**src/rtl/usr_pkg.sv**
```systemverilog
// Shared types for the universal shift register: step-mode encoding and
// burst controller state.
package usr_pkg;

  typedef enum logic [1:0] {
    MODE_SHR = 2'b00,
    MODE_SHL = 2'b01,
    MODE_ROR = 2'b10,
    MODE_ROL = 2'b11
  } mode_e;

  typedef enum logic {
    ST_IDLE  = 1'b0,
    ST_SHIFT = 1'b1
  } state_e;

endpackage

```
**src/rtl/usr_burst_ctrl.sv**
```systemverilog
// Burst controller: accepts Load/Start in IDLE, clamps the step count to the
// register width, and sequences one step per cycle while in SHIFT.
module usr_burst_ctrl
  import usr_pkg::*;
#(
  parameter int WIDTH = 8,
  parameter int CNT_W = $clog2(WIDTH + 1)
) (
  input  logic             clk_i,
  input  logic             nreset_i,
  input  logic             load_i,
  input  logic             start_i,
  input  logic [1:0]       mode_i,
  input  logic [CNT_W-1:0] count_i,
  output logic             load_en_o,
  output logic             step_en_o,
  output logic [1:0]       mode_o,
  output logic             busy_o,
  output logic             done_o
);

  state_e           state_q;
  logic [CNT_W-1:0] cnt_q;
  logic [1:0]       mode_q;
  logic             busy_q;
  logic             done_q;
  logic [CNT_W-1:0] steps_d;

  assign steps_d = (count_i > CNT_W'(WIDTH)) ? CNT_W'(WIDTH) : count_i;

  always_ff @(posedge clk_i) begin
    if (!nreset_i) begin
      state_q <= ST_IDLE;
      cnt_q   <= '0;
      mode_q  <= MODE_SHR;
      busy_q  <= 1'b0;
      done_q  <= 1'b0;
    end else begin
      done_q <= 1'b0;
      case (state_q)
        ST_IDLE: begin
          // Load has priority over Start in the same cycle.
          if (!load_i && start_i) begin
            if (steps_d != '0) begin
              state_q <= ST_SHIFT;
              cnt_q   <= steps_d;
              mode_q  <= mode_i;
              busy_q  <= 1'b1;
            end else begin
              done_q <= 1'b1;
            end
          end
        end
        ST_SHIFT: begin
          cnt_q <= cnt_q - CNT_W'(1);
          if (cnt_q == CNT_W'(1)) begin
            state_q <= ST_IDLE;
            busy_q  <= 1'b0;
            done_q  <= 1'b1;
          end
        end
        default: state_q <= ST_IDLE;
      endcase
    end
  end

  assign load_en_o = (state_q == ST_IDLE) && load_i;
  assign step_en_o = (state_q == ST_SHIFT);
  assign mode_o    = mode_q;
  assign busy_o    = busy_q;
  assign done_o    = done_q;

endmodule

```
**src/rtl/universal_shift_reg.sv**
```systemverilog
// Universal shift register with parallel load and counted shift bursts.
// Define USR_ROTATE_EN to enable the rotate modes (Mode 10/11).
module universal_shift_reg
  import usr_pkg::*;
#(
  parameter int WIDTH = 8,
  parameter int CNT_W = $clog2(WIDTH + 1)
) (
  input  logic             Clk,
  input  logic             nReset,
  input  logic             Load,
  input  logic [WIDTH-1:0] Din,
  input  logic             Start,
  input  logic [1:0]       Mode,
  input  logic [CNT_W-1:0] Count,
  input  logic             SinR,
  input  logic             SinL,
  output logic [WIDTH-1:0] Dout,
  output logic             SoutR,
  output logic             SoutL,
  output logic             Busy,
  output logic             Done
);

  logic             load_en;
  logic             step_en;
  logic [1:0]       mode_q;
  logic [WIDTH-1:0] shreg_q;
  logic [WIDTH-1:0] shreg_d;
  logic [WIDTH-1:0] step_val;

  usr_burst_ctrl #(
    .WIDTH (WIDTH),
    .CNT_W (CNT_W)
  ) u_ctrl (
    .clk_i     (Clk),
    .nreset_i  (nReset),
    .load_i    (Load),
    .start_i   (Start),
    .mode_i    (Mode),
    .count_i   (Count),
    .load_en_o (load_en),
    .step_en_o (step_en),
    .mode_o    (mode_q),
    .busy_o    (Busy),
    .done_o    (Done)
  );

`ifdef USR_ROTATE_EN
  always_comb begin
    step_val = {SinR, shreg_q[WIDTH-1:1]};
    case (mode_e'(mode_q))
      MODE_SHR: step_val = {SinR, shreg_q[WIDTH-1:1]};
      MODE_SHL: step_val = {shreg_q[WIDTH-2:0], SinL};
      MODE_ROR: step_val = {shreg_q[0], shreg_q[WIDTH-1:1]};
      MODE_ROL: step_val = {shreg_q[WIDTH-2:0], shreg_q[WIDTH-1]};
      default:  step_val = {SinR, shreg_q[WIDTH-1:1]};
    endcase
  end
`else
  // Without rotate support only the direction bit matters.
  logic unused_mode_hi;
  assign unused_mode_hi = mode_q[1];
  assign step_val = mode_q[0] ? {shreg_q[WIDTH-2:0], SinL}
                              : {SinR, shreg_q[WIDTH-1:1]};
`endif

  always_comb begin
    shreg_d = shreg_q;
    if (load_en)      shreg_d = Din;
    else if (step_en) shreg_d = step_val;
  end

  always_ff @(posedge Clk) begin
    if (!nReset) shreg_q <= '0;
    else         shreg_q <= shreg_d;
  end

  assign Dout  = shreg_q;
  assign SoutR = shreg_q[0];
  assign SoutL = shreg_q[WIDTH-1];

endmodule

```
**config.mk**
```make
export PLATFORM = sky130hd
export DESIGN_NAME = universal_shift_reg
export DESIGN_NICKNAME = d
export VERILOG_FILES = /design/src/rtl/usr_pkg.sv /design/src/rtl/usr_burst_ctrl.sv /design/src/rtl/universal_shift_reg.sv
export SDC_FILE = /design/constraint.sdc
export NUM_CORES = 1
export LEC_CHECK = 0
export BUFFER_PORTS_ARGS = -buffer_cell sky130_fd_sc_hd__buf_2
export CORE_MARGIN = 3
export CORE_UTILIZATION = 30
export DETAILED_ROUTE_END_ITERATION = 10
export GPL_TIMING_DRIVEN = 0
export PLACE_DENSITY = 0.64
export SETUP_SLACK_MARGIN = 0.1
export SYNTH_ARGS = -nofsm -noshare
export SYNTH_HDL_FRONTEND = slang
export SYNTH_SLANG_ARGS = --single-unit
```
**constraint.sdc**
```tcl
create_clock -name Clk -period 1.7 [get_ports Clk]
set_input_delay 0.34 -clock Clk [delete_from_list [all_inputs] [get_ports Clk]]
set_output_delay 0.34 -clock Clk [all_outputs]
set_load 0.01 [all_outputs]
```
Yosys cells after proc, flatten, opt, wreduce, memory -nomap -nowiden
Cells that the tools add are included.
{"block": "totals", "ff_bits": 16, "latchBits": 0, "ram_bits": 0, "romBits": 0, "in_bits": 20, "out_inout_bits": 12, "n_memories": 0}
{"block": "op_classes", "add_sub_neg": 1, "mul": 0, "n_div": 0, "n_lt_le_gt_ge": 1, "eq_ne": 4, "n_shift": 0, "n_mux": 19, "bitwise_logic": 1, "n_reduce_logical": 8}
{"operator": "8-bit two-way mux", "count": 3}
{"operator": "4-bit two-way mux", "count": 3}
{"operator": "1-bit two-way mux", "count": 9}
{"operator": "4-bit one-hot mux with 2 select lines", "count": 1}
{"operator": "1-bit one-hot mux with 2 select lines", "count": 3}
{"operator": "3-bit AND reduction", "count": 2}
{"operator": "4-bit by 1-bit == test with 1-bit output, second input constant", "count": 1}
{"operator": "4-bit > comparator, second input constant", "count": 1}
{"operator": "2-bit by 1-bit inequality test with 1-bit output, second input constant", "count": 2}
{"operator": "4-bit nonzero test", "count": 1}
{"operator": "4-bit by 1-bit subtractor with 4-bit output, second input constant", "count": 1}
{"operator": "1-bit logical AND", "count": 2}
{"operator": "2-bit inequality test, second input constant", "count": 1}
{"operator": "2-bit AND reduction", "count": 1}
{"operator": "2-bit nonzero test", "count": 1}
{"operator": "1-bit logical NOT", "count": 1}
{"operator": "1-bit inverter", "count": 1}

Longest topological paths before layout
{"block": "depth", "depth_word": 6, "ltp_mapped": 5}

By module
A second synthesis with hierarchy kept.
{"block": "hier_totals", "cells_unflattened": 103, "area_unflattened_um2": 1062.3}
{"mod": "usr_burst_ctrl", "n_inst": 1, "cells_per_inst": 55, "area_per_inst_um2": 539.3, "seq_area_each_um2": 180.2}
{"mod": "universal_shift_reg", "n_inst": 1, "cells_per_inst": 48, "area_per_inst_um2": 523.0, "seq_area_each_um2": 160.2}

Least setup slack after synthesis
Ideal clock, no wire load.
{"block": "synth_timing", "kind": "register to register", "start": "reg u_ctrl.state_q (netlist: u_ctrl.step_en_o)", "end": "reg u_ctrl.cnt_q[2]", "setup_ps": 133, "arrival_ps": 1066, "t_required_ps": 1567, "path_slack_ps": 501, "path_stages_with_launch": 5, "n_path_buf": 1, "period_less_slack_ps": 1199, "cell_sequence": "dfxtp_1 buf_6 or3b_4 o211ai_1 a31oi_1"}
{"block": "synth_via", "elab_chain_cells": 3, "word_cells_on_any_way": 5, "cone_classes": "eq/ne (2); mux (1); bitwise (1); reduce/logical (1)"}
{"element": "start: declaration", "line": "usr_burst_ctrl.sv:22", "text": "state_e state_q;"}
{"element": "start signal: assignment", "line": "usr_burst_ctrl.sv:33", "text": "state_q <= ST_IDLE;"}
{"element": "start signal: assignment", "line": "usr_burst_ctrl.sv:45", "text": "state_q <= ST_SHIFT;"}
{"element": "start signal: assignment", "line": "usr_burst_ctrl.sv:57", "text": "state_q <= ST_IDLE;"}
{"element": "1-bit inverter", "line": "usr_burst_ctrl.sv:40", "text": "case (state_q)"}
{"element": "2-bit by 1-bit inequality test with 1-bit output (no line)"}
{"element": "2-bit AND reduction (no line)"}
{"element": "end signal: assignment", "line": "usr_burst_ctrl.sv:46", "text": "cnt_q <= steps_d;"}
{"element": "end signal: assignment", "line": "usr_burst_ctrl.sv:55", "text": "cnt_q <= cnt_q - CNT_W'(1);"}
{"element": "end: declaration", "line": "usr_burst_ctrl.sv:23", "text": "logic [CNT_W-1:0] cnt_q;"}
Several ways; a longest one is shown, not always the timed one.
A chain may end at the register's enable or synchronous reset.

Worst setup path after layout
Ends and elaborated chain as after synthesis.

==> results.yml <==
placement:
  globalplace.congestion: 0.785
  io_buffers: 30
  hpwl_mm: 1.71
  dpl_cell_area_um2: 1110
  dp.cells: 156
critical_path:
  path_max_fanout: 10
  cpPeakStageDelay_ns: 0.41
  crit_arrival_ns: 1.46
  endpoint_kind: "flip-flop"
  path_class: "flip-flop to flip-flop"
  crit_buf_inv: 1
  crit_family: "simple AND/OR/NAND/NOR gates"
  r2r_end: "u_ctrl.cnt_q[2]$_SDFFE_PN0P_"
  critPathLaunch: "u_ctrl.step_en_o$_SDFF_PN0_"
  worstPathRequired_ns: 1.86
  r2r_slack_ns: 0.40
  cp_slowest_cell: "or3b_4"
  cp_cell_sequence: "buf_6, or3b_4, o211ai_1, a31oi_1"
  crit_cells: 4
  startpoint_type: "flip-flop"
  r2r_cells: 4
  r2r-start: "u_ctrl.step_en_o$_SDFF_PN0_"
floorplan:
  die_w_um: 61.3
  initial_core_util_pct: 32.4
  pin_count: 32
  rows: 19
  dieArea_um2: 3760
  die_height_um: 61.3
  core_um2: 2830
synthesis:
  ys_warn_count: 0
  synth_top_family_by_area: "compound AO/OA/AOI/OAI gates"
  synth_top_cell_by_area: "dfxtp_1"
  synth_cell_types: 34
  synth_simple_gate_area_share_pct: 22.6
  synth-seq-cells: 16
  synth_compound_area_share_pct: 24.1
  synth_area_leaders: "dfxtp_1, a211oi_1, mux2i_1"
  syn-cell-area_um2: 917
  synthAdderAreaFrac_pct: 2.73
  post_synth_most_frequent_cells: "a211oi_1, dfxtp_1, mux2i_1, nor2b_1, a21oi_1"
  synth.avg_cell_area_um2: 9.65
  seq_area_frac_synth_pct: 34.9
  synth_edf_count: 0
  syn_nets: 117
  yosysTopAreaCellShare_pct: 34.9
  netlist_instances: 95
  synthFlopType: "dfxtp_1"
  synthArstFlopShare_pct: 0
  synthMuxAreaShare_pct: 8.73
  synth_xor_area_share_pct: 0
clock_network:
  post-cts-setup-buffer-count: 0
  numCtsBuffers: 3
  clk_latency_ns: 0.29
  cts_buffer_depth: 2
  cts_resized: 0
  cts_tree: "built"
  cts_sinks: 16
  clockRootBuffer: "clkbuf_4"
  cts_max_level: 1
  hold_buffers: 0
  clk_pin_slew_worst_paths_ns: 0.10
outcome:
  status: "completed"
global_route:
  grt_pass1_vias: 840
  grt_first_pass_wirelength_mm: 3.71
  grt_overflow: 0
  grt_usage_pct: 12.9
  antenna_found_initial: 0
  grt_max_degree: 11
sta:
  finalSetupTns_ns: 0
  maxSlewHeadroom_pct: 68.9
  layout_min_cycle_time_ns: 1.30
  slew_violations: 0
  finalClockSkew_ns: 0.00630
  rsz0062_at_grt: "false"
  setup_viol: 0
  hold_viol_final: 0
  fin_crit_sh_pct: 76.3
  tightestPinTransition_ns: 0.463
  max_freq_mhz: 771
cells_and_area:
  nNetsFinal: 152
  fin_util_pct: 39.9
  area_growth_pct: 23.1
  stdcell_count: 159
  drive_gt1_share_pct: 34.4
  num_antenna_cells: 0
  design_area_um2: 1130
min_path:
  hold_class: "primary input to flip-flop"
  hold_path_end: "u_ctrl.mode_o[0]$_SDFFE_PN0P_"
  hp-start: "Mode[0]"
  worstHoldPathCells: 3
pwr:
  ir_worst_vdd_mv: 0.237
  powerDensity_nw_per_um2: 759
  leakagePower_nw: 0.495
run:
  maxCapViolations: 0
route:
  first_iter_violations: 11
  drc_errors: 0
  drt-vias-per-instance: 5.32
  drtPass1Iterations: 4
  wl_per_cell_um: 13.9
  routed_wl_mm: 2.21
  vias: 846
  ant_nets: 0
-- per-stage QoR --
step                power [W]  setup slack, ns  hold WS, ns
CTS                  0.000858            0.397        0.319
detailed placement   0.000658            0.278        0.481
global placement     0.000652            0.352        0.470
finish               0.000856            0.402        0.311
global route         0.000903            0.325        0.318
floorplan            0.000576            0.501        0.457
-- state kept, by name (all words and copies together) (netlist names) --
register,cells
Dout,8
u_ctrl.busy_o,1
u_ctrl.cnt_q,4
u_ctrl.done_o,1
u_ctrl.mode_o,1
u_ctrl.step_en_o,1
-- layout by cell type, fill, tap and decap left out, drive strengths merged, types with 2 or more instances in the layout --
cell type / synthesis / routed
o21ai: 2 / 2
a21oi: 4 / 4
buf: 6 / 36
nor3b: 3 / 3
clkbuf: 1 / 4
nor2b: 8 / 8
ha: 2 / 2
a211oi: 16 / 16
o211ai: 2 / 2
nand2: 3 / 3
inv: 4 / 4
o31ai: 2 / 2
dfxtp: 16 / 16
mux2i: 8 / 8
nand3b: 3 / 3
-- worst reg2reg max path: stages, from the launching register on --
cell and delay [ns]:
dfxtp_1 0.34, buf_6 0.14, or3b_4 0.41, o211ai_1 0.17, a31oi_1 0.11
-- how the worst max path moves through the flow --
stage / endpoint / slack, ns
3_3_place_gp: u_ctrl.cnt_q[2]$_SDFFE_PN0P_ / 0.35
6_report: u_ctrl.cnt_q[2]$_SDFFE_PN0P_ / 0.40
4_1_cts: u_ctrl.cnt_q[2]$_SDFFE_PN0P_ / 0.40
5_1_grt: u_ctrl.cnt_q[3]$_SDFFE_PN0P_ / 0.32
3_5_place_dp: u_ctrl.cnt_q[2]$_SDFFE_PN0P_ / 0.28
2_1_floorplan: u_ctrl.cnt_q[2]$_SDFFE_PN0P_ / 0.50
-- power by group --
part           switching (W)  total, W  leakage [nW]  internal [W]
Sequential         0.0000305  0.000438         0.132      0.000407
Clock               0.000126  0.000208        0.0138     0.0000823
Combinational       0.000105  0.000210         0.350      0.000106
-- routing by layer --
metal	track usage, %	vias to the layer above	wire (um)
li1	-	426	-
met1	17.8	403	1010
met2	20.8	15	1100
met3	1.05	2	65
met4	4.64	0	31
met5	0	-	0
-- area by class of cell --
class / count / area [um^2]
Multi-Input combinational cell: 68 / 534
Timing Repair Buffer: 30 / 150
Inverter: 4 / 15.0
Buffer: 7 / 47.5
Fill cell: 291 / 1700
Sequential cell: 16 / 320
Tap cell: 31 / 38.8
Clock buffer: 3 / 22.5
-- kinds of logic after synthesis --
| family | count (synthesis) |
|---|---|
| buffers and inverters | 11 |
| and+or+nand+nor | 27 |
| adders and majority gates | 2 |
| muxes | 8 |
| AOI/OAI and AO/OA | 31 |
| DFF | 16 |
No activity file was read; power rests on OpenSTA's default activity.
